--- src/rtl/voice_allocator.sv ---
// voice_allocator: note-to-voice scheduler with free-voice assignment and oldest-voice stealing.
// Define RETRIGGER_GAP_EN to insert a one-cycle key-off gap on retrigger and steal.
module voice_allocator #(
   parameter int NUM_VOICES = 8,
   parameter int NOTE_W     = 7,
   parameter int AGE_W      = 8
) (
   input  logic                         Clk,
   input  logic                         Reset,
   input  logic                         ev_valid,
   output logic                         ev_ready,
   input  logic                         ev_note_on,
   input  logic [NOTE_W-1:0]            ev_note,
   input  logic                         panic,
   output logic [NUM_VOICES*NOTE_W-1:0] voice_note,
   output logic [NUM_VOICES-1:0]        voice_key,
   output logic                         steal,
   output logic [4:0]                   active_count
);
   localparam int IW = $clog2(NUM_VOICES);
   localparam logic [1:0] S_IDLE  = 2'd0;
   localparam logic [1:0] S_SCAN  = 2'd1;
   localparam logic [1:0] S_APPLY = 2'd2;
`ifdef RETRIGGER_GAP_EN
   localparam logic [1:0] S_GAP   = 2'd3;
`endif
   logic [1:0]                          state_q, state_d;
   logic [IW-1:0]                       idx_q, idx_d;
   logic                                on_q, on_d;
   logic [NOTE_W-1:0]                   note_q, note_d;
   logic                                match_v_q, match_v_d, free_v_q, free_v_d, old_v_q, old_v_d;
   logic [IW-1:0]                       match_q, match_d, free_q, free_d, old_q, old_d;
   logic [AGE_W-1:0]                    old_age_q, old_age_d;
   logic [NUM_VOICES-1:0][NOTE_W-1:0]   notes_q, notes_d;
   logic [NUM_VOICES-1:0][AGE_W-1:0]    ages_q, ages_d;
   logic [NUM_VOICES-1:0]               key_q, key_d;
   logic                                steal_q, steal_d;
   logic [4:0]                          cnt_q, cnt_d;
   logic [IW-1:0]                       tgt;

   assign ev_ready     = (state_q == S_IDLE) && !panic;
   assign voice_note   = notes_q;
   assign voice_key    = key_q;
   assign steal        = steal_q;
   assign active_count = cnt_q;
   // Trackers stay frozen after the scan, so the target is stable through APPLY and GAP.
   assign tgt = match_v_q ? match_q : free_v_q ? free_q : old_q;

   always_comb begin
      state_d   = state_q;
      idx_d     = idx_q;
      on_d      = on_q;
      note_d    = note_q;
      match_v_d = match_v_q;
      free_v_d  = free_v_q;
      old_v_d   = old_v_q;
      match_d   = match_q;
      free_d    = free_q;
      old_d     = old_q;
      old_age_d = old_age_q;
      notes_d   = notes_q;
      ages_d    = ages_q;
      key_d     = key_q;
      steal_d   = 1'b0;
      if (panic) begin
         state_d = S_IDLE;
         key_d   = '0;
         ages_d  = '0;
      end else if (state_q == S_IDLE) begin
         if (ev_valid) begin
            state_d   = S_SCAN;
            idx_d     = '0;
            on_d      = ev_note_on;
            note_d    = ev_note;
            match_v_d = 1'b0;
            free_v_d  = 1'b0;
            old_v_d   = 1'b0;
            old_age_d = '0;
         end
      end else if (state_q == S_SCAN) begin
         if (key_q[idx_q] && notes_q[idx_q] == note_q && !match_v_q) begin
            match_v_d = 1'b1;
            match_d   = idx_q;
         end
         if (!key_q[idx_q] && !free_v_q) begin
            free_v_d = 1'b1;
            free_d   = idx_q;
         end
         // Strict compare keeps the lowest index on equal ages.
         if (key_q[idx_q] && (!old_v_q || ages_q[idx_q] > old_age_q)) begin
            old_v_d   = 1'b1;
            old_d     = idx_q;
            old_age_d = ages_q[idx_q];
         end
         idx_d   = idx_q + 1'b1;
         state_d = (idx_q == IW'(NUM_VOICES - 1)) ? S_APPLY : S_SCAN;
      end else if (state_q == S_APPLY) begin
         state_d = S_IDLE;
         if (on_q) begin
            for (int i = 0; i < NUM_VOICES; i++)
               if (key_q[i] && ages_q[i] != '1) ages_d[i] = ages_q[i] + 1'b1;
            ages_d[tgt]  = '0;
            notes_d[tgt] = note_q;
            key_d[tgt]   = 1'b1;
            steal_d      = !match_v_q && !free_v_q;
`ifdef RETRIGGER_GAP_EN
            if (match_v_q || !free_v_q) begin
               key_d[tgt] = 1'b0;
               state_d    = S_GAP;
            end
`endif
         end else if (match_v_q) begin
            key_d[match_q] = 1'b0;
         end
      end
`ifdef RETRIGGER_GAP_EN
      else if (state_q == S_GAP) begin
         key_d[tgt] = 1'b1;
         state_d    = S_IDLE;
      end
`endif
   end

   always_comb begin
      cnt_d = '0;
      for (int i = 0; i < NUM_VOICES; i++) cnt_d = cnt_d + 5'(key_d[i]);
   end

   always_ff @(posedge Clk or posedge Reset) begin
      if (Reset) begin
         state_q   <= S_IDLE;
         idx_q     <= '0;
         on_q      <= 1'b0;
         note_q    <= '0;
         match_v_q <= 1'b0;
         free_v_q  <= 1'b0;
         old_v_q   <= 1'b0;
         match_q   <= '0;
         free_q    <= '0;
         old_q     <= '0;
         old_age_q <= '0;
         notes_q   <= '0;
         ages_q    <= '0;
         key_q     <= '0;
         steal_q   <= 1'b0;
         cnt_q     <= '0;
      end else begin
         state_q   <= state_d;
         idx_q     <= idx_d;
         on_q      <= on_d;
         note_q    <= note_d;
         match_v_q <= match_v_d;
         free_v_q  <= free_v_d;
         old_v_q   <= old_v_d;
         match_q   <= match_d;
         free_q    <= free_d;
         old_q     <= old_d;
         old_age_q <= old_age_d;
         notes_q   <= notes_d;
         ages_q    <= ages_d;
         key_q     <= key_d;
         steal_q   <= steal_d;
         cnt_q     <= cnt_d;
      end
   end
endmodule
--- config.mk ---
export PLATFORM = sky130hd
export DESIGN_NAME = voice_allocator
export DESIGN_NICKNAME = d
export VERILOG_FILES = /design/src/rtl/voice_allocator.sv
export SDC_FILE = /design/constraint.sdc
export NUM_CORES = 1
export LEC_CHECK = 0
export ABC_AREA = 1
export CAP_MARGIN = 20
export CORE_MARGIN = 2
export CORE_UTILIZATION = 50
export DETAILED_ROUTE_END_ITERATION = 8
export PLACE_DENSITY = 0.69
export SLEW_MARGIN = 5
export SYNTH_ARGS = -nofsm -noshare
export SYNTH_HDL_FRONTEND = slang
export SYNTH_SLANG_ARGS = --single-unit
--- constraint.sdc ---
create_clock -name Clk -period 7.7 [get_ports Clk]
set_input_delay 1.54 -clock Clk [delete_from_list [all_inputs] [get_ports Clk]]
set_output_delay 1.54 -clock Clk [all_outputs]
set_load 0.01 [all_outputs]
==> metrics.cfg, run 1 <==
[sta]
final.setup.tns_ps = 0
min_period_ps = 4789
tightest_slew_ps = 1010
setup-violations-final = 0
skew_ps = 10.86
rsz0062_at_grt = false
slew_violations = 0
finalCritPeriodShare = 0.6220
hold_viol = 0
max_freq_mhz = 208.8
max_slew_margin = 0.3256

[hold_path]
worstHoldPathType = register to register
hold_depth = 2

[pwr]
power.leakage_uw = 0.004860
powerDensity_nw_per_um2 = 247.6
max-vdd-ir-drop_mv = 0.1623

[clock_network]
worst_skew_pair.late_latency_ps = 440
clock-sinks = 166
cts_setup_buffers = 0
cts.clk_slew.worst_paths_ps = 70
ctsResizeCount = 0
cts_made_buffers = 17
cts_tree = built
cts_root_buf = clkbuf_16
htreeDepth = 4
clock_path_buffers = 2
ctsHoldBuffers = 0

[synth]
yosys_register_bits = 166
ys_warn_count = 0
yosysTopAreaCellShare = 0.4340
syn_area_um2 = 9572
synthCells = 1253
synthFlopType = dfrtp_1
async_reset_ff_frac = 1.000
yosysMostFrequentCell = nand2_1
avgSynthCellArea_um2 = 7.639
synth_area_leader_cell = dfrtp_1
yosys-top-cells-count = nand2_1 (293), dfrtp_1 (166), inv_1 (156)
synth_edf_count = 0
yosysSeqAreaShare = 0.4340
synthDistinctLibCells = 55
synth_nets = 1293
synth_area_leaders = dfrtp_1 (43%), nand2_1 (11%), inv_1 (6.1%)

[layout]
n_antenna_cell = 0
final_nets = 1355
drive_gt1_frac = 0.07907
multiInputGateArea_um2 = 4508
fin_area_um2 = 11020
fillers = 1757
seqCellArea_um2 = 4155
area.growth.synth_to_final_pct = 15.18

[setup_path]
r2r_end = old_q[2]$_DFFE_PP0P_
cp.arrival_ps = 5110
path_depth = 14
slowest_stage = fa_1
critical_path.startpoint = panic
worstPathCellList = clkdlybuf4s50_1 -> buf_4 -> inv_1 -> o221ai_1 -> nor2_1 -> fa_1 -> inv_1 -> fa_1 -> inv_1 -> fa_1 -> ha_1 -> inv_1 -> fa_1 -> xnor2_1
critical_path.top_delay_family = adder cells
critPathBufInv = 6
required_ps = 8020
crit_end = active_count[2]$_DFF_PP0_
max_stage_delay_ps = 540
cp-start-kind = input port
critPathKind = input port to register
ff2ff_setup_slack_ps = 3430
worstPathMaxFanout = 17
end_kind = register
rr_worst_depth = 17
rr_startpoint = idx_q[0]$_DFFE_PP0P_

[drt]
wl_per_cell_um = 16.53
wl_um = 25810
post-route-drc-count = 0
viasPerCell = 5.423
ant_nets = 0
via_count = 8470
dr.pass1.iters = 5
dr.first_iter.drc_count = 781

[floorplan]
ios = 83
rows = 50
core_area_um2 = 18770
die_x_um = 142.4
die_h_um = 142.4
start_util = 0.5100
die_area_um2 = 20270

[grt]
grt_pass1_vias = 8246
grt_pass1_wl_um = 42520
grt_max_degree = 95
antenna_found_initial = 0
grt-ovfl-total = 0
grt_usage = 0.2700

[job]
maxCapViolCount = 0

[placement]
gp_congestion = 0.9236
place_area_um2 = 10460
portBuffers = 81
place_hpwl_um = 18090

[run_status]
status = finished clean

[sequential cells by signal, indices dropped and copies added (netlist names), 2 cells and up]
register / cells
active_count: 4
ages_q: 64
free_q: 3
idx_q: 3
match_q: 3
note_q: 7
old_age_q: 8
old_q: 3
state_q: 2
voice_key: 8
voice_note: 56
[worst min-delay path by stage]
stage,start,endpoint,slack (ps)
6_report,free_q[1]$_DFFE_PP0P_,free_q[1]$_DFFE_PP0P_,500
5_1_grt,old_age_q[1]$_DFFE_PP0P_,old_age_q[1]$_DFFE_PP0P_,520
4_1_cts,free_q[1]$_DFFE_PP0P_,free_q[1]$_DFFE_PP0P_,500
3_5_place_dp,free_q[1]$_DFFE_PP0P_,free_q[1]$_DFFE_PP0P_,480
3_3_place_gp,free_q[0]$_DFFE_PP0P_,free_q[0]$_DFFE_PP0P_,480
2_1_floorplan,old_q[0]$_DFFE_PP0P_,old_q[0]$_DFFE_PP0P_,450
[per-stage QoR]
step                hold slack, ps  power [uW]  cells  setup slack [ps]    util
CTS                          498.7        2727   1562              2918  0.5874
global route                 516.4        2903   1562              2665  0.5874
finish                       495.3        2729   1562              2911  0.5874
global placement             475.7        1898   1530              2533  0.5574
floorplan                    445.1        1664   1253              1670       -
detailed placement           484.2        1908   1530              2486  0.5574
[power breakdown]
part	internal, uW	leakage [uW]	switching, uW
Clock	442	0.000259	379
Combinational	254	0.00230	681
Sequential	922	0.00230	51.6
Total	1620	0.00486	1110
[layout make-up]
cell class	instances	share of cell area
Multi-Input combinational cell	871	0.4089
Sequential cell	166	0.3769
Timing Repair Buffer	85	0.07627
Inverter	174	0.06027
Clock buffer	20	0.04233
Tap cell	234	0.02656
Clock inverter	12	0.008739
[routing by layer]
metal  share of wire  GRT usage  wire (um)  vias up
met2            0.44     0.4058      11370      264
met1            0.48     0.4045      12330     3971
li1                -          -          -     4202
met3           0.064    0.03802       1659       33
met5               0          0          0        -
met4           0.018    0.08702        456        0
[layout by cell type (no fill, tap or decap), types with 9 or more instances in the layout]
cell | Yosys | final
clkdlybuf4s50_1 | 0 | 81
nor3_1 | 20 | 20
o21ai_1 | 46 | 46
a21oi_1 | 72 | 72
nand2_1 | 293 | 293
nor2_1 | 110 | 110
a211oi_1 | 9 | 9
inv_2 | 15 | 15
o21ai_2 | 9 | 9
o21ai_0 | 95 | 95
ha_1 | 24 | 24
inv_1 | 156 | 155
nand4_1 | 19 | 19
clkbuf_16 | 0 | 17
nand3_1 | 79 | 79
a31oi_1 | 9 | 9
dfrtp_1 | 166 | 165
xor2_1 | 15 | 15
[logic make-up (layout without fill, tap and decap cells)]
| logic type | count (synthesis) | count (layout) | synth area share |
|---|---|---|---|
| XOR/XNOR | 16 | 16 | 0.01464 |
| adder cells (fa/ha/maj) | 28 | 28 | 0.03974 |
| buffers and inverters | 216 | 291 | 0.09503 |
| other | 1 | 1 | 0.0003918 |
| flip-flops | 166 | 166 | 0.4340 |
| multiplexers | 1 | 1 | 0.001046 |
| AND/OR/NAND/NOR | 571 | 571 | 0.2695 |
| AO/OA/AOI/OAI | 254 | 254 | 0.1456 |
[worst min-delay path: cells and delay by family (launching register included)]
family,cells,cell delay (ps)
flip-flops,1,340
AO/OA/AOI/OAI,1,60
AND/OR/NAND/NOR,1,50
(Power assumes the default switching activity.)
==> run 2: changes to the inputs <==
==> constraint.sdc (replaced) <==
create_clock -name Clk -period 4.7 [get_ports Clk]
set_input_delay 0.94 -clock Clk [delete_from_list [all_inputs] [get_ports Clk]]
set_output_delay 0.94 -clock Clk [all_outputs]
set_load 0.01 [all_outputs]
==> metrics.cfg, run 2 (synthesized netlist as in run 1, its figures left out) <==
[run_status]
status = finished clean  ; unchanged

[drt]
wl_per_cell_um = 16.60  ; was 16.53 um
dr.first_iter.drc_count = 585  ; was 781
viasPerCell = 5.395  ; was 5.423
wl_um = 26020  ; was 25810 um
dr.pass1.iters = 5  ; unchanged
ant_nets = 0  ; unchanged
post-route-drc-count = 0  ; unchanged
via_count = 8459  ; was 8470

[sta]
rsz0062_at_grt = false  ; unchanged
min_period_ps = 4220
worst_slack_ps = 479.6  ; was 2911 ps
skew_ps = 12.26  ; was 10.86 ps
finalCritPeriodShare = 0.8980
max_slew_margin = 0.5330  ; was 0.3256
slew_violations = 0  ; unchanged
setup-violations-final = 0  ; unchanged
hold_viol = 0  ; unchanged
whs_ps = 494.2  ; was 495.3 ps
tightest_slew_ps = 700.5  ; was 1010 ps
max_freq_mhz = 236.9
final.setup.tns_ps = 0  ; unchanged

[placement]
place_hpwl_um = 18480  ; was 18090 um
pre_cts_ws_ps = 248.8  ; was 2486 ps
gp_congestion = 0.8748  ; was 0.9236
portBuffers = 81  ; unchanged
dp_cells = 1536  ; was 1530

[grt]
grt_pass1_vias = 7946  ; was 8246
grt_usage = 0.2673  ; was 0.2700
grt_max_degree = 125  ; was 95
antenna_found_initial = 0  ; unchanged
grt_pass1_wl_um = 42200  ; was 42520 um
grt-ovfl-total = 0  ; unchanged

[floorplan]
core_area_um2 = 18770  ; unchanged
rows = 50  ; unchanged
start_util = 0.5100  ; unchanged
die_x_um = 142.4  ; unchanged
ios = 83  ; unchanged
die_h_um = 142.4  ; unchanged
die_area_um2 = 20270  ; unchanged

[setup_path]
critical_path.top_delay_family = adder cells  ; unchanged
path_depth = 19  ; was 14
cp.arrival_ps = 4540  ; was 5110 ps
worstPathCellList = inv_1 -> ha_1 -> nor2_2 -> nand2_2 -> nor2_1 -> inv_1 -> nor2_1 -> inv_1 -> o221ai_1 -> nor2_1 -> fa_1 -> inv_1 -> fa_1 -> inv_1 -> fa_1 -> ha_1 -> inv_1 -> fa_1 -> xnor2_1  ; was clkdlybuf4s50_1 -> buf_4 -> inv_1 -> o221ai_1 -> nor2_1 -> fa_1 -> inv_1 -> fa_1 -> inv_1 -> fa_1 -> ha_1 -> inv_1 -> fa_1 -> xnor2_1
r2r_end = active_count[2]$_DFF_PP0_  ; was old_q[2]$_DFFE_PP0P_
max_stage_delay_ps = 530  ; was 540 ps
required_ps = 5020  ; was 8020 ps
cp-start-kind = register  ; was input port
slowest_stage = fa_1  ; unchanged
crit_end = active_count[2]$_DFF_PP0_  ; unchanged
ff2ff_setup_slack_ps = 480  ; was 3430 ps
worstPathMaxFanout = 4  ; was 17
end_kind = register  ; unchanged
critPathBufInv = 6  ; unchanged
critical_path.startpoint = state_q[0]$_DFFE_PP0P_  ; was panic
critPathKind = register to register  ; was input port to register
critPathMostFrequentCell = inv_1
rr_worst_depth = 19  ; was 17
rr_startpoint = state_q[0]$_DFFE_PP0P_  ; was idx_q[0]$_DFFE_PP0P_

[job]
maxCapViolCount = 0  ; unchanged

[clock_network]
cts.clk_slew.worst_paths_ps = 70  ; about the same
cts_root_buf = clkbuf_16  ; unchanged
htreeDepth = 4  ; unchanged
cts_setup_buffers = 0  ; unchanged
cts_made_buffers = 17  ; unchanged
ctsHoldBuffers = 0  ; unchanged
ctsResizeCount = 0  ; unchanged
clock_path_buffers = 2  ; unchanged
cts_tree = built  ; unchanged
worst_skew_pair.late_latency_ps = 440  ; about the same
clock-sinks = 166  ; unchanged

[layout]
layout_commonest_cell = nand2_1  ; unchanged
drive_gt1_frac = 0.08321  ; was 0.07907
area.growth.synth_to_final_pct = 16.18  ; was 15.18%
final_nets = 1361  ; was 1355
largest_register = ages_q  ; unchanged
largest_reg_flops = 64  ; unchanged
stdcell_count = 1568  ; was 1562
n_antenna_cell = 0  ; unchanged
fillers = 1754  ; was 1757
mostFrequentLayoutCells = nand2_1 (293), dfrtp_1 (165), inv_1 (155)  ; unchanged

[pwr]
power_uw = 4593  ; was 2729 uW
power.leakage_uw = 0.004926  ; was 0.004860 uW
powerDensity_nw_per_um2 = 413.0  ; was 247.6 nW/um^2
max-vdd-ir-drop_mv = 0.2955  ; was 0.1623 mV

[hold_path]
worstHoldPathType = register to register  ; unchanged
hold_depth = 2  ; unchanged

## run 2: changes by cell type in the layout (fill, tap and decap cells not counted), moves of 2 or more
| cell | delta |
|---|---|
| clkinv_8 | +2 |
| buf_4 | +5 |
| inv_8 | +3 |
| inv_6 | +2 |
| clkinvlp_4 | -5 |
| clkbuf_8 | -3 |
## run 2: worst min-delay path by stage
stage | startpoint | slack [ps] | end
finish | old_q[1]$_DFFE_PP0P_ | 490 | old_q[1]$_DFFE_PP0P_
global route | old_age_q[2]$_DFFE_PP0P_ | 520 | old_age_q[2]$_DFFE_PP0P_
CTS | free_q[0]$_DFFE_PP0P_ | 490 | free_q[0]$_DFFE_PP0P_
detailed placement | free_q[0]$_DFFE_PP0P_ | 480 | free_q[0]$_DFFE_PP0P_
global placement | free_q[0]$_DFFE_PP0P_ | 460 | free_q[0]$_DFFE_PP0P_
floorplan | old_q[0]$_DFFE_PP0P_ | 450 | old_q[0]$_DFFE_PP0P_
## run 2: final cells by class
cell class	instances	area, um^2	area share
Inverter	174	663.1	0.05963
Multi-Input combinational cell	871	4508	0.4054
Tap cell	234	292.8	0.02633
Sequential cell	166	4155	0.3736
Timing Repair Buffer	91	898.4	0.08078
Clock buffer	17	425.4	0.03825
Clock inverter	15	177.7	0.01598
## run 2: through the flow
stage / cell area (um^2) / utilization
2_1_floorplan: 9575 / -
3_3_place_gp: 10520 / 0.5604
3_5_place_dp: 10520 / 0.5604
4_1_cts: 11120 / 0.5925
5_1_grt: 11120 / 0.5925
6_report: 11120 / 0.5925
## run 2: layer usage
| metal | GRT usage | vias to the layer above | share of wire |
|---|---|---|---|
| li1 | - | 4217 | - |
| met1 | 0.3963 | 4008 | 0.48 |
| met2 | 0.3936 | 207 | 0.45 |
| met3 | 0.06561 | 27 | 0.060 |
| met4 | 0.06826 | 0 | 0.015 |
| met5 | 0 | - | 0 |
## run 2: power breakdown
group / internal (uW) / total (uW) / switching (uW)
registers: 1510 / 1590 / 80.3
clock network: 764 / 1440 / 676
logic: 430 / 1560 / 1130
total: 2700 / 4590 / 1890
## run 2: worst reg2reg max path: stages (launching register included)
cell,delay (ps)
dfrtp_1,360
inv_1,80
ha_1,240
nor2_2,140
nand2_2,140
nor2_1,190
inv_1,120
nor2_1,190
inv_1,80
o221ai_1,150
nor2_1,100
fa_1,530
inv_1,50
fa_1,480
inv_1,50
fa_1,500
ha_1,170
inv_1,60
fa_1,370
xnor2_1,130
==> run 3: changes to the inputs <==
--- a/config.mk
+++ b/config.mk
@@ -7,6 +7,7 @@
 export LEC_CHECK = 0
 export ABC_AREA = 1
 export CAP_MARGIN = 20
+export CORE_ASPECT_RATIO = 2
 export CORE_MARGIN = 2
 export CORE_UTILIZATION = 50
 export DETAILED_ROUTE_END_ITERATION = 8
==> metrics.cfg, run 3 (synthesized netlist as in run 1, its figures left out) <==
[layout]
layout_commonest_cell = nand2_1  ; unchanged
largest_register = ages_q  ; unchanged
n_antenna_cell = 0  ; unchanged
mostFrequentLayoutCells = nand2_1 (293), dfrtp_1 (165), inv_1 (155)  ; unchanged
post-route-util = 0.5945  ; was 0.5925
final_nets = 1365  ; was 1361
area.growth.synth_to_final_pct = 16.97  ; was 16.18%
largest_reg_flops = 64  ; unchanged
drive_gt1_frac = 0.08445  ; was 0.08321

[sta]
min_period_ps = 4225  ; was 4220 ps
slew_violations = 0  ; unchanged
tightest_slew_ps = 806.6  ; was 700.5 ps
hold_viol = 0  ; unchanged
rsz0062_at_grt = false  ; unchanged
max_freq_mhz = 236.7  ; was 236.9 MHz
max_slew_margin = 0.4623  ; was 0.5330
final.setup.tns_ps = 0  ; unchanged
skew_ps = 9.313  ; was 12.26 ps
finalCritPeriodShare = 0.8990  ; was 0.8980
setup-violations-final = 0  ; unchanged

[pwr]
power.leakage_uw = 0.004940  ; was 0.004926 uW
max-vdd-ir-drop_mv = 0.3198  ; was 0.2955 mV
powerDensity_nw_per_um2 = 413.0  ; about the same

[setup_path]
slowest_stage = fa_1  ; unchanged
critPathBufInv = 6  ; unchanged
cp-start-kind = register  ; unchanged
worstPathMaxFanout = 4  ; unchanged
required_ps = 5020  ; about the same
critical_path.top_delay_family = adder cells  ; unchanged
end_kind = register  ; unchanged
max_stage_delay_ps = 550  ; was 530 ps
critPathMostFrequentCell = inv_1  ; unchanged
critPathKind = register to register  ; unchanged
cp.arrival_ps = 4540  ; about the same
worstPathCellList = inv_1 -> ha_1 -> nor2_2 -> nand2_2 -> nor2_1 -> inv_1 -> nor2_1 -> inv_1 -> o221ai_1 -> nor2_1 -> fa_1 -> inv_1 -> fa_1 -> inv_1 -> fa_1 -> ha_1 -> inv_1 -> fa_1 -> xnor2_1  ; unchanged

[floorplan]
start_util = 0.5082  ; was 0.5100
die_area_um2 = 20330  ; was 20270 um^2
core_area_um2 = 18830  ; was 18770 um^2
ios = 83  ; unchanged
die_h_um = 199.7  ; was 142.4 um
rows = 71  ; was 50
die_x_um = 101.8  ; was 142.4 um

[run_status]
status = finished clean  ; unchanged

[grt]
grt_pass1_vias = 8750  ; was 7946
grt_pass1_wl_um = 45910  ; was 42200 um
grt_max_degree = 77  ; was 125
grt_usage = 0.3011  ; was 0.2673
antenna_found_initial = 0  ; unchanged
grt-ovfl-total = 0  ; unchanged

[hold_path]
worstHoldPathType = register to register  ; unchanged

[drt]
dr.pass1.iters = 5  ; unchanged
wl_um = 29120  ; was 26020 um
wl_per_cell_um = 18.28  ; was 16.60 um
post-route-drc-count = 0  ; unchanged
dr.first_iter.drc_count = 414  ; was 585
viasPerCell = 5.478  ; was 5.395
ant_nets = 0  ; unchanged
via_count = 8726  ; was 8459

[clock_network]
clock_path_buffers = 2  ; unchanged
ctsResizeCount = 0  ; unchanged
htreeDepth = 4  ; unchanged
cts_tree = built  ; unchanged
cts_root_buf = clkbuf_16  ; unchanged
cts_setup_buffers = 0  ; unchanged
worst_skew_pair.late_latency_ps = 440  ; about the same
cts_made_buffers = 17  ; unchanged
clock-sinks = 166  ; unchanged
ctsHoldBuffers = 0  ; unchanged
cts.clk_slew.worst_paths_ps = 60  ; was 70 ps

[placement]
gp_congestion = 0.9447  ; was 0.8748
portBuffers = 81  ; unchanged
place_hpwl_um = 21840  ; was 18480 um

[job]
maxCapViolCount = 0  ; unchanged

[run 3: cell count changes in the layout (fill, tap and decap cells not counted), sizes merged]
cell,change
buf,+4
bufinv,+1
clkbuf,+5
clkinvlp,+3
inv,-9
[run 3: stage by stage]
step / cell area, um^2 / setup slack (ps) / total power, uW / std cells / hold WS [ps]
floorplan: 9575 / 783.4 / 2726 / 1253 / 445.1
global placement: 10580 / 353.6 / 3165 / 1560 / 463.2
detailed placement: 10580 / 339.7 / 3201 / 1560 / 471.5
CTS: 11180 / 474.1 / 4616 / 1592 / 486.6
global route: 11200 / 248.5 / 4869 / 1593 / 527.9
finish: 11200 / 474.6 / 4624 / 1593 / 486.2
[run 3: worst reg2reg max path: stages (launching register included)]
cell and delay [ps]:
dfrtp_1 350, inv_1 70, ha_1 240, nor2_2 130, nand2_2 130, nor2_1 210, inv_1 130, nor2_1 170
inv_1 80, o221ai_1 150, nor2_1 100, fa_1 550, inv_1 50, fa_1 480, inv_1 50, fa_1 470
ha_1 170, inv_1 60, fa_1 380, xnor2_1 130
[run 3: final timing paths]
| check | depth (start not counted) | end | slack, ps | startpoint |
|---|---|---|---|---|
| max | 19 | active_count[2]$_DFF_PP0_ | 470 | state_q[0]$_DFFE_PP0P_ |
| min | 2 | free_q[0]$_DFFE_PP0P_ | 490 | free_q[0]$_DFFE_PP0P_ |
| max reg2reg | 19 | active_count[2]$_DFF_PP0_ | 470 | state_q[0]$_DFFE_PP0P_ |
| min reg2reg | 2 | free_q[0]$_DFFE_PP0P_ | 490 | free_q[0]$_DFFE_PP0P_ |
| max in group asynchronous | 4 | old_age_q[3]$_DFFE_PP0P_ | 2950 | Reset |
| min in group asynchronous | 2 | ages_q[41]$_DFFE_PP0P_ | 820 | Reset |
[run 3: cell type report]
type	instances	area (um^2)
clock buffer	22	474.2
timing repair buffer	95	953.4
sequential	166	4155
fill	1809	7637
tap	255	319.1
clock inverter	10	122.6
multi-input combinational	871	4508
inverter	174	663.1
[run 3: metal layers]
layer  up-vias  global-route usage  part of all wire
li1       4210                   -                 -
met1      4143              0.2994              0.34
met2       262              0.5573              0.55
met3       111             0.04722             0.038
met4         0              0.2005             0.070
met5         -                   0                 0
[run 3: report_power, final]
| group | total, uW | switching (uW) | internal, uW | leakage [uW] |
|---|---|---|---|---|
| logic | 1620 | 1180 | 441 | 0.00236 |
| clock network | 1420 | 594 | 827 | 0.000283 |
| registers | 1580 | 69.3 | 1510 | 0.00230 |
| total | 4620 | 1840 | 2780 | 0.00494 |
==> edit (settings of run 2) <==
Set the parameter `AGE_W` to 7 (it was 8).
--- a/src/rtl/voice_allocator.sv
+++ b/src/rtl/voice_allocator.sv
@@ -3,7 +3,7 @@
 module voice_allocator #(
    parameter int NUM_VOICES = 8,
    parameter int NOTE_W     = 7,
-   parameter int AGE_W      = 8
+   parameter int AGE_W      = 7
 ) (
    input  logic                         Clk,
    input  logic                         Reset,
Function: same outputs for any inputs over 4 cycles, from zero or initial values and one cycle with Reset high; that may be too few to reach the edited logic, so the function may still have changed.
==> edit against run 2 <==
Count of clock-buffer cells in the layout is 1 higher. Setup slack better by 0.26 ns. Total power is 6.3% lower. Sequential cell count is 9 lower. Design area is 7.4% lower. Routed wire length is 6.9% lower. Sequential power is 4% lower. Area after synthesis is 8.8% lower.
==> edit: results (changes against run 2) <==
The run finished with clean final reports. Pre-CTS setup slack: 0.544 ns (was 0.249 ns). The end point of the most critical hold path was free_q[2] (was old_q[1]). Pin count of the biggest net entering global routing: 158 (was 125). The area share of fa/ha/maj cells after synthesis works out to 4.21% (was 3.97%). The global-route wire length before repair is 39100 um (was 42200 um), and the met3 usage in global routing is 5.78% (was 6.56%). The combinational gate power is 1.30 mW (was 1.56 mW), and the number of iterations in the first detailed-routing pass is 6 (was 5). Met1 global-route usage: 41.9% (was 39.6%). The portion of netlist area occupied by mux cells works out to 0.115% (was 0.105%). The logs give 34.3% (was 31.4%) for the part of the total power dissipated in the clock network and 49 (was 55) for the number of distinct standard cells referenced by the synthesized netlist. The fraction of synthesized cell area taken by the top area cell type came out at 45.0% (was 43.4%).

The via count came out at 7908 (was 8459). The net count of the finished layout came out at 1243 (was 1361). Via count of the first global-routing pass: 7281 (was 7946).

The number of fillers in the final layout is 1599 (was 1754), and the clock skew after layout is 0.0109 ns (was 0.0123 ns). The worst ir drop on vdd is 315 uV (was 296 uV). The switching fraction of total power is 37.5% (was 41.1%), and the violation count after the first detailed-routing iteration is 646 (was 585). The total detailed-routing wirelength was 24200 um (was 26000 um). The logs give 17100 um (was 18500 um) for the sum of net half-perimeters after detailed placement and 27.5% (was 26.7%) for the aggregate global-route resource usage. The signal arrival time at the worst endpoint was 4.27 ns (was 4.54 ns). The sum of routed wire segments on met1 was 11700 um (was 12500 um).

The run gives 39.3% (was 39.4%) as the met2 layer usage reported by global route. The run gives 0.42 ns (was 0.44 ns) as the clock network latency to the later pin of the worst-skew pair. The proportion of layout cells with a drive suffix above 1 was 5.84% (was 8.32%); the sequential-to-total area share from yosys stat was 45.0% (was 43.4%). Synth area leaders: dfrtp_1 (45%), nand2_1 (12%), inv_1 (6.8%) (was dfrtp_1 (43%), nand2_1 (11%), inv_1 (6.1%)).

The XOR/XNOR share of the synthesized area was 1.61% (was 1.46%). Commonest cells in the netlist: nand2_1 (269), dfrtp_1 (157), inv_1 (157) (was nand2_1 (293), dfrtp_1 (166), inv_1 (156)). The critical hold path startpoint was free_q[2] (was old_q[1]).
-- edit: changes by cell type after synthesis, sizes merged, moves of 6 or more --
cell,change
o21ai,-30
nand4,-10
dfrtp,-9
nand2,-27
a31oi,+7
a21oi,-24
inv,-8
nor3,+9
o22ai,+6
nand3,-7
nor2,-24
-- edit: final cells by class --
type                    instances  share of cell area, %
multi-input cells             773                   38.3
flip-flops and latches        157                   38.2
repair buffers                 90                   8.65
inverters                     165                   6.05
clock buffers                  18                   4.27
well taps                     225                   2.73
clock inverters                13                   1.84
-- edit: per-stage QoR --
step	power [mW]	instance area [um2]	instances	hold slack, ns
after floorplan	2.47	8730	1135	0.445
after global placement	2.80	9670	1410	0.477
after detailed placement	2.80	9670	1410	0.484
after CTS	4.29	10300	1441	0.499
after global routing	4.54	10300	1441	0.523
final	4.30	10300	1441	0.497
-- edit: worst min-delay path, delay by kind of cell, from the launching register on --
family	cells	cell delay, ns
AO/OA/AOI/OAI	1	0.06
flip-flops	1	0.35
AND/OR/NAND/NOR	1	0.05
